--- config.mk ---
export PLATFORM = sky130hd
export DESIGN_NAME = sap2_control_sequencer
export DESIGN_NICKNAME = d
export VERILOG_FILES = /design/src/rtl/sap2_control_sequencer_pkg.sv /design/src/rtl/tstate_ring_counter.sv /design/src/rtl/sap2_control_sequencer.sv
export SDC_FILE = /design/constraint.sdc
export NUM_CORES = 1
export LEC_CHECK = 0
export ABC_AREA = 1
export CORE_ASPECT_RATIO = 1.2
export CORE_MARGIN = 5
export CORE_UTILIZATION = 25
export CTS_CLUSTER_SIZE = 14
export DETAILED_ROUTE_END_ITERATION = 8
export MAX_ROUTING_LAYER = met4
export PLACE_DENSITY_LB_ADDON = 0.3
export SETUP_SLACK_MARGIN = 0.5
export SLEW_MARGIN = 10
export SYNTH_ARGS = -nofsm -noshare
export SYNTH_HDL_FRONTEND = slang
export SYNTH_HIERARCHICAL = 1
export SYNTH_SLANG_ARGS = --single-unit
export TNS_END_PERCENT = 5
--- constraint.sdc ---
create_clock -name clk -period 3.35 [get_ports clk]
set_clock_uncertainty 0.2 [all_clocks]
set_input_delay 0.335 -clock clk [delete_from_list [all_inputs] [get_ports clk]]
set_output_delay 0.335 -clock clk [all_outputs]
set_load 0.02 [all_outputs]
--- src/rtl/sap2_control_sequencer_pkg.sv ---
// sap2_control_sequencer_pkg: opcodes, T-state indices and the active-high control word
package sap2_control_sequencer_pkg;
    localparam int OP_LDA = 0;
    localparam int OP_ADD = 1;
    localparam int OP_SUB = 2;
    localparam int OP_STA = 3;
    localparam int OP_LDI = 4;
    localparam int OP_JMP = 5;
    localparam int OP_JZ  = 6;
    localparam int OP_JN  = 7;
    localparam int OP_OUT = 14;
    localparam int OP_HLT = 15;
    localparam int T1 = 0;
    localparam int T2 = 1;
    localparam int T3 = 2;
    localparam int T4 = 3;
    localparam int T5 = 4;
    localparam int T6 = 5;
    typedef struct packed {
        logic pe;
        logic inc;
        logic pc_ld;
        logic mar_ld;
        logic rom_oe;
        logic ram_we;
        logic ir_ld;
        logic ir_out;
        logic acc_ld;
        logic acc_oe;
        logic b_ld;
        logic sub_add;
        logic alu_oe;
        logic ld_out;
    } ctrl_t;
endpackage

--- src/rtl/tstate_ring_counter.sv ---
// tstate_ring_counter: one-hot T-state ring with advance enable and restart-to-T1
module tstate_ring_counter #(
    parameter int T_STATES = 6
) (
    input  logic                clk,
    input  logic                LOW_CLR,
    input  logic                adv,
    input  logic                restart,
    output logic [T_STATES-1:0] t_state
);
    always_ff @(posedge clk or negedge LOW_CLR)
        if (!LOW_CLR) t_state <= T_STATES'(1);
        else if (adv) t_state <= restart ? T_STATES'(1) : {t_state[T_STATES-2:0], t_state[T_STATES-1]};
endmodule

--- src/rtl/sap2_control_sequencer.sv ---
// sap2_control_sequencer: hardwired SAP control sequencer with halt latch and run/stall.
// Optional SAP2_SINGLE_STEP_EN adds a step input that advances one T-state per rising edge.
module sap2_control_sequencer
    import sap2_control_sequencer_pkg::*;
#(
    parameter int T_STATES  = 6,
    parameter int OPCODE_W  = 4,
    parameter int EARLY_END = 1
) (
    input  logic                clk,
    input  logic                LOW_CLR,
`ifdef SAP2_SINGLE_STEP_EN
    input  logic                step,
`endif
    input  logic [OPCODE_W-1:0] op_code,
    input  logic                zero_flag,
    input  logic                neg_flag,
    input  logic                run,
    output logic [T_STATES-1:0] t_state,
    output logic                PE,
    output logic                inc,
    output logic                PC_LD,
    output logic                LOW_MAR_LD,
    output logic                LOW_ROM_OE,
    output logic                RAM_WE,
    output logic                LOW_IR_LD,
    output logic                LOW_IR_OUT,
    output logic                LOW_ACC_LD,
    output logic                ACC_OE,
    output logic                LOW_B_LD,
    output logic                sub_add,
    output logic                subadd_out_en,
    output logic                LOW_LD_OUT,
    output logic                LOW_HALT
);
    logic [31:0] op;
    logic halt, adv, hlt_now, end_now, go;
    logic lda, add, sub, sta, ldi, jmp, jz, jn, out, hlt, mem;
    ctrl_t c, s;
    assign op  = 32'(op_code);
    assign lda = op == OP_LDA;
    assign add = op == OP_ADD;
    assign sub = op == OP_SUB;
    assign sta = op == OP_STA;
    assign ldi = op == OP_LDI;
    assign jmp = op == OP_JMP;
    assign jz  = op == OP_JZ;
    assign jn  = op == OP_JN;
    assign out = op == OP_OUT;
    assign hlt = op == OP_HLT;
    assign mem = lda | add | sub | sta;
`ifdef SAP2_SINGLE_STEP_EN
    logic step_q;
    always_ff @(posedge clk or negedge LOW_CLR)
        if (!LOW_CLR) step_q <= 1'b0;
        else step_q <= step;
    assign adv = (run | (step & ~step_q)) & ~halt & LOW_CLR;
`else
    assign adv = run & ~halt & LOW_CLR;
`endif
    always_comb begin
        c = '0;
        c.pe      = t_state[T1];
        c.inc     = t_state[T2];
        c.ir_ld   = t_state[T3];
        c.mar_ld  = t_state[T1] | (t_state[T4] & mem);
        c.rom_oe  = t_state[T3] | (t_state[T5] & (lda | add | sub));
        c.ir_out  = t_state[T4] & (mem | ldi | jmp | jz | jn);
        c.acc_ld  = (t_state[T4] & ldi) | (t_state[T5] & lda) | (t_state[T6] & (add | sub));
        c.b_ld    = t_state[T5] & (add | sub);
        c.alu_oe  = t_state[T6] & (add | sub);
        c.sub_add = t_state[T6] & sub;
        c.acc_oe  = (t_state[T4] & out) | (t_state[T5] & sta);
        c.ram_we  = t_state[T5] & sta;
        c.pc_ld   = t_state[T4] & (jmp | (jz & zero_flag) | (jn & neg_flag));
        c.ld_out  = t_state[T4] & out;
    end
    assign s       = adv ? c : '0;
    assign end_now = (t_state[T4] & ~(mem)) | (t_state[T5] & (lda | sta)) | (t_state[T6] & (add | sub));
    // HLT freezes the ring at T4 instead of restarting it
    assign hlt_now = adv & t_state[T4] & hlt;
    assign go      = adv & ~hlt_now;
    always_ff @(posedge clk or negedge LOW_CLR)
        if (!LOW_CLR) halt <= 1'b0;
        else if (hlt_now) halt <= 1'b1;
    tstate_ring_counter #(.T_STATES(T_STATES)) u_ring (
        .clk(clk), .LOW_CLR(LOW_CLR), .adv(go), .restart((EARLY_END != 0) && end_now), .t_state(t_state)
    );
    assign PE            = s.pe;
    assign inc           = s.inc;
    assign PC_LD         = s.pc_ld;
    assign LOW_MAR_LD    = ~s.mar_ld;
    assign LOW_ROM_OE    = ~s.rom_oe;
    assign RAM_WE        = s.ram_we;
    assign LOW_IR_LD     = ~s.ir_ld;
    assign LOW_IR_OUT    = ~s.ir_out;
    assign LOW_ACC_LD    = ~s.acc_ld;
    assign ACC_OE        = s.acc_oe;
    assign LOW_B_LD      = ~s.b_ld;
    assign sub_add       = s.sub_add;
    assign subadd_out_en = s.alu_oe;
    assign LOW_LD_OUT    = ~s.ld_out;
    assign LOW_HALT      = ~halt;
endmodule

==> run summary, run 1 <==
Routed WL per cell = 10.88 um
Drt total wl = 1665 um
Setup TNS = 0 ns
Most instantiated library cell after synthesis = nand2_1
Largest net degree at the start of global routing = 8
Vias in the first global route = 648
Final setup vio count = 0
Minimum clock period = 2.531 ns
Antenna violations before repair = 0
Die Ht = 61.52 um
Via density = 4.242
Distinct cells, synth = 16
Reg clk slew, reported paths = 0.05 ns
Antenna cell count = 0
Fraction of layout cells with a size suffix above 1 = 12.20%
Drt pass-1 iters = 4
DRT iter0 DRCs = 6
LEAKAGE = 0.4367 nW
Clock sinks = 7
Synthesized Nets = 98
Asr flop ratio synth = 100.0%
CTS tree = done
CTS root buf = clkbuf_4
Max-cap violations = 0
Area fraction of the dominant cell type after synthesis = 27.15%
Post-cts resize count = 0
Overflow after GRT = 0
H-tree levels = 1
Crit path launch type = input pin
Commonest cells in the synthesized netlist = nand2_1, inv_1, nand3_1
Worst Setup End Kind = primary output
CP max FO = 6
Critical path required time = 2.81 ns
Critical path arrival = 2.00 ns
Core ar. = 2095 um2
Total track usage = 11.74%
Register area share after synthesis = 31.90%
Largest area contributor in the netlist = dfrtp_1
Power share of the sequential group = 45.8%
Vias post-DR = 649
Hold buffers post-CTS = 0
Synth warn = 6
Hold Path Class = in2async
Longest Clk Path Bufs = 2
EDFF count, synth = 0
Final estimated routing congestion in global placement = 0.8334
Final ANT Viol Nets = 0
Final Net Count = 133
CTS Buf Count = 3
Yosys reg bits = 7
Area grow syn2layout = 65.38%
Tcrit/Tclk final = 75.56%
Final Hold Fails = 0
Synth area leaders = dfrtp_1, nand2_1, inv_1
Status = finished, final reports clean
Die area = 3257 um2
First-pass GRT wire length = 2704 um
Fmax = 0.3951 GHz
Worst slack, placed = 0.7984 ns
Register area = 176.4 um2
Number of remaining DRC errors = 0
Switching share of total power = 23.34%
Clk_lat worst skew = 0.25 ns
Worst slew margin = 57.77%
Least-Margin Pin Slew = 0.6305 ns
I/O Buffers = 29
Cell Int Power = 0.1417 mW
Final max-slew violation count = 0
RSZ-0062 raised after global routing = no
Psw = 0.04314 mW
Starting Density = 26.40%
Die W = 52.94 um
Postcts setup bufs = 0
Most common flop cell mapped by yosys = dfrtp_1
Site row count = 18
Avg Cell Area, Syn = 6.214 um2
Top-Level Pins = 30
Post-DP HPWL = 1383 um
Worst setup margin = 0.8188 ns
FILL cells = 235
Cells after Synth = 89
Critical path type = in2out
Combinational power share = 13.3%
Syn Std Cell Area = 553.0 um2
Footprint of the multi-input gates = 305.3 um2
Clk pwr share = 40.9%
P per Cell Area = 202.1 nW/um2
Max IR drop VDD = 139.3 uV
[routing by layer]
metal  GRT usage [%]  share of wire [%]
met4           6.569                2.0
met2           19.33                 46
met5               -                  0
met1           13.34                 45
met3           2.179                7.7
[worst paths after layout]
kind | to | depth (start not counted) | start | slack (ns)
hold reg to reg | u_ring/t_state[0] | 2 | u_ring/t_state[0] | 0.29
max in group asynchronous | u_ring/t_state[0] | 2 | LOW_CLR | 2.41
setup reg to reg | u_ring/t_state[4] | 6 | halt | 1.59
hold / removal | halt | 1 | LOW_CLR | 0.10
min in group clk | u_ring/t_state[0] | 2 | u_ring/t_state[0] | 0.29
setup / recovery | ACC_OE | 6 | LOW_CLR | 0.82
[metrics by stage]
| step | util [%] | hold slack (ns) | total power [mW] | area (um2) | std cells |
|---|---|---|---|---|---|
| final | 43.67 | 0.1005 | 0.1849 | 914.6 | 153 |
| after global routing | 43.67 | 0.1009 | 0.1945 | 914.6 | 153 |
| after CTS | 43.67 | 0.09538 | 0.1879 | 914.6 | 153 |
| after detailed placement | 42.41 | 0.2808 | 0.1108 | 888.4 | 149 |
| after global placement | 42.41 | 0.2830 | 0.1105 | 888.4 | 149 |
| after floorplan | - | -0.1606 | 0.09452 | 553.0 | 89 |
[cell families (layout without fill, tap and decap cells)]
family / after synthesis / count (layout) / share of synthesized area [%]
AO/OA/AOI/OAI: 5 / 5 / 4.750
buffers and inverters: 19 / 53 / 12.90
flip-flops: 7 / 7 / 31.90
AND/OR/NAND/NOR: 58 / 58 / 50.45
[registers in the layout, indices dropped and copies added, names as in the netlist]
signal / cells
u_ring/t_state: 6
halt: 1
[critical path, stage by stage]
cell and delay (ns):
clkdlybuf4s50_1 0.58, nand2_1 0.12, nor2_4 0.15, nand3_1 0.12
nand2_2 0.08, clkdlybuf4s50_1 0.60
[power groups by stage]
stage	clock network [mW]	registers, mW	logic, mW
floorplan	0	0.0861	0.00839
global placement	0	0.0861	0.0244
detailed placement	0	0.0861	0.0246
CTS	0.0783	0.0847	0.0248
global route	0.0826	0.0846	0.0273
finish	0.0756	0.0848	0.0245
[placed cells by master, fill, tap and decap left out]
cell,n
a21oi_1,1
a31oi_1,1
buf_4,1
clkbuf_1,1
clkbuf_4,3
clkdlybuf4s50_1,29
dfrtp_1,6
dfstp_2,1
inv_1,17
inv_2,2
nand2_1,32
nand2_2,2
nand3_1,11
nand3_2,1
nand3_4,1
nand4_1,1
nor2_1,6
nor2_2,2
nor2_4,2
o21ai_0,3
[area by class of cell]
type                    instances  share of cell area (%)
repair buffers                 30                   32.56
flip-flops and latches          7                   19.29
inverters                      19                   7.798
multi-input cells              63                   33.38
clock buffers                   4                   2.873
well taps                      30                   4.104
Note: power is estimated with default switching activity, not from simulation.
==> inputs of run 2 (changes only) <==
- clock period: 3.35 -> 2.5 ns (I/O delays scaled with it)
==> run 2 against run 1 <==
  * Core utilization rose by 0.54 points
  * Via count rose by 1.5%
  * Global-route usage rose by 0.058 points
  * Setup slack got worse by 0.51 ns
  * Clock-buffer cell count did not move
  * Combinational power rose by 38%
  * Power rose by 38%
  * Die area did not move
  * Sequential power rose by 33%
==> run summary, run 2 (synthesized netlist as in run 1, its figures left out) <==
Fmax = 0.4555 GHz
Vias post-DR = 659 (was 649)
Footprint of the multi-input gates = 305.3 um2 (unchanged)
Max IR drop VDD = 206.7 uV (was 139.3 uV)
Longest Clk Path Bufs = 2 (unchanged)
Antenna violations before repair = 0 (unchanged)
Clk pwr share = 42.3% (was 40.9%)
Regs by FF count = u_ring/t_state: 6 flops, halt: 1 flops (unchanged)
Max-cap violations = 0 (unchanged)
P per Cell Area = 275.5 nW/um2 (was 202.1 nW/um2)
Die Ht = 61.52 um (unchanged)
Final Hold Fails = 0 (unchanged)
Site row count = 18 (unchanged)
Register name with the most flops = u_ring/t_state (unchanged)
Final setup vio count = 0 (unchanged)
CP max stage delay = 0.65 ns (was 0.60 ns)
Layout Cells excl Fill = 155 (was 153)
Placed cells = 150 (was 149)
Fin area = 925.9 um2 (was 914.6 um2)
Slowest CP cell = clkdlybuf4s50_1 (unchanged)
Final ANT Viol Nets = 0 (unchanged)
CP max FO = 6 (unchanged)
Starting Density = 26.40% (unchanged)
Post-DP HPWL = 1395 um (was 1383 um)
Hold Slack = 0.2957 ns (was 0.1005 ns)
Critical path type = in2out (unchanged)
Via density = 4.252 (was 4.242)
Worst path bufs/invs = 2 (unchanged)
Min-Delay Endpoint = u_ring/t_state[0]
Worst Hold Launch = u_ring/t_state[0]
Worst Setup End Kind = primary output (unchanged)
Core ar. = 2095 um2 (unchanged)
Combinational power share = 13.2% (was 13.3%)
I/O Buffers = 29 (unchanged)
CP most frequent cell = clkdlybuf4s50_1 (unchanged)
Area grow syn2layout = 67.42% (was 65.38%)
Placed Area = 895.9 um2 (was 888.4 um2)
Vias in the first global route = 640 (was 648)
Psw = 0.06443 mW (was 0.04314 mW)
Flop-to-flop setup slack = 1.04 ns (was 1.59 ns)
Critical path arrival = 1.75 ns (was 2.00 ns)
LEAKAGE = 0.4816 nW (was 0.4367 nW)
CTS root buf = clkbuf_4 (unchanged)
Least-Margin Pin Slew = 0.2508 ns (was 0.6305 ns)
Hold Path Class = reg2reg (was in2async)
Switching share of total power = 25.26% (was 23.34%)
H-tree levels = 1 (unchanged)
Largest net degree at the start of global routing = 8 (unchanged)
Die area = 3257 um2 (unchanged)
Die W = 52.94 um (unchanged)
Clk_lat worst skew = 0.26 ns (was 0.25 ns)
Drt pass-1 iters = 4 (unchanged)
Cell Int Power = 0.1907 mW (was 0.1417 mW)
Power share of the sequential group = 44.5% (was 45.8%)
Routed WL per cell = 10.88 um (about the same)
Status = finished, final reports clean (unchanged)
Setup TNS = 0 ns (unchanged)
Hold path cells = 2
Clock sinks = 7 (unchanged)
Minimum clock period = 2.195 ns
Reg2Reg Depth = 7 (was 6)
Antenna cell count = 0 (unchanged)
First-pass GRT wire length = 2704 um (unchanged)
Number of remaining DRC errors = 0 (unchanged)
Register area = 176.4 um2 (unchanged)
Ordered list of cells on the worst path = clkdlybuf4s50_1 -> nand3_4 -> nor2_1 -> a21oi_1 -> clkdlybuf4s50_1 (was clkdlybuf4s50_1 -> nand2_1 -> nor2_4 -> nand3_1 -> nand2_2 -> clkdlybuf4s50_1)
Kind of cell adding the most delay to the critical path = buffers and inverters (unchanged)
RSZ-0062 raised after global routing = yes (was no)
Final max-slew violation count = 0 (unchanged)
FILL cells = 244 (was 235)
CTS tree = done (unchanged)
Postcts setup bufs = 0 (unchanged)
Max reg flops = 6 (unchanged)
Final Net Count = 135 (was 133)
DRT iter0 DRCs = 6 (unchanged)
Overflow after GRT = 0 (unchanged)
Commonest non-fill, non-tap cell in the layout = nand2_1 (unchanged)
Crit Reg-Reg Startpoint = halt (unchanged)
R2r endpoint = u_ring/t_state[3] (was u_ring/t_state[4])
Drt total wl = 1686 um (was 1665 um)
Final estimated routing congestion in global placement = 0.7927 (was 0.8334)
Crit path launch type = input pin (unchanged)
Total track usage = 11.80% (was 11.74%)
Final core utilization = 44.21% (was 43.67%)
Reg clk slew, reported paths = 0.05 ns (about the same)
Top-Level Pins = 30 (unchanged)
Critical path required time = 2.05 ns (was 2.81 ns)
Worst slew margin = 83.28% (was 57.77%)
Fraction of layout cells with a size suffix above 1 = 12.80% (was 12.20%)
Most frequent cells in the layout = nand2_1, clkdlybuf4s50_1, inv_1, nand3_1, dlygate4sd2_1 (was nand2_1, clkdlybuf4s50_1, inv_1, nand3_1)
Tcrit/Tclk final = 87.82%
CTS Buf Count = 3 (unchanged)
## run 2: power groups by stage
stage               combinational [mW]  sequential (mW)  clock [mW]
floorplan                       0.0112            0.115           0
global placement                0.0327            0.115           0
detailed placement              0.0330            0.115           0
CTS                             0.0340            0.113       0.109
global route                    0.0377            0.113       0.115
finish                          0.0337            0.113       0.108
## run 2: worst max-delay path by stage
stage,depth (start not counted),from,endpoint,slack (ns)
2_1_floorplan,4,halt,LOW_MAR_LD,0.86
3_3_place_gp,6,LOW_CLR,ACC_OE,0.15
3_5_place_dp,6,LOW_CLR,ACC_OE,0.12
4_1_cts,9,op_code[0],PC_LD,0.28
5_1_grt,5,run,LOW_MAR_LD,0.24
6_report,5,run,LOW_MAR_LD,0.30
## run 2: repair_timing
item                                    4_1_cts  5_1_grt
hold buffers                                  1        0
endpoints found under the setup margin       14       14
endpoints found under the hold margin         6        0
resized for setup                             7        1
## run 2: layer usage
metal / GRT usage (%) / up-vias / wire (um)
met1: 13.66 / 279 / 719
met4: 6.569 / 0 / 36
met3: 1.937 / 5 / 164
li1: - / 343 / -
met5: - / - / 0
met2: 19.33 / 32 / 766
## run 2: through the flow
stage / setup slack [ns] / power [mW]
2_1_floorplan: 0.8638 / 0.1267
3_3_place_gp: 0.1458 / 0.1481
3_5_place_dp: 0.1182 / 0.1484
4_1_cts: 0.2825 / 0.2565
5_1_grt: 0.2413 / 0.2663
6_report: 0.3045 / 0.2551
## run 2: final cells by class
cell class                      instances  area share [%]
Sequential cell                         7           19.05
Timing Repair Buffer                   32           33.38
Tap cell                               30           4.054
Multi-Input combinational cell         63           32.97
Inverter                               19           7.703
Clock buffer                            4           2.838
## run 2: tightest hold or removal path: stages, from the launching register on
cell     delay (ns)
dfstp_2        0.38
nand2_1        0.07
nand2_1        0.05
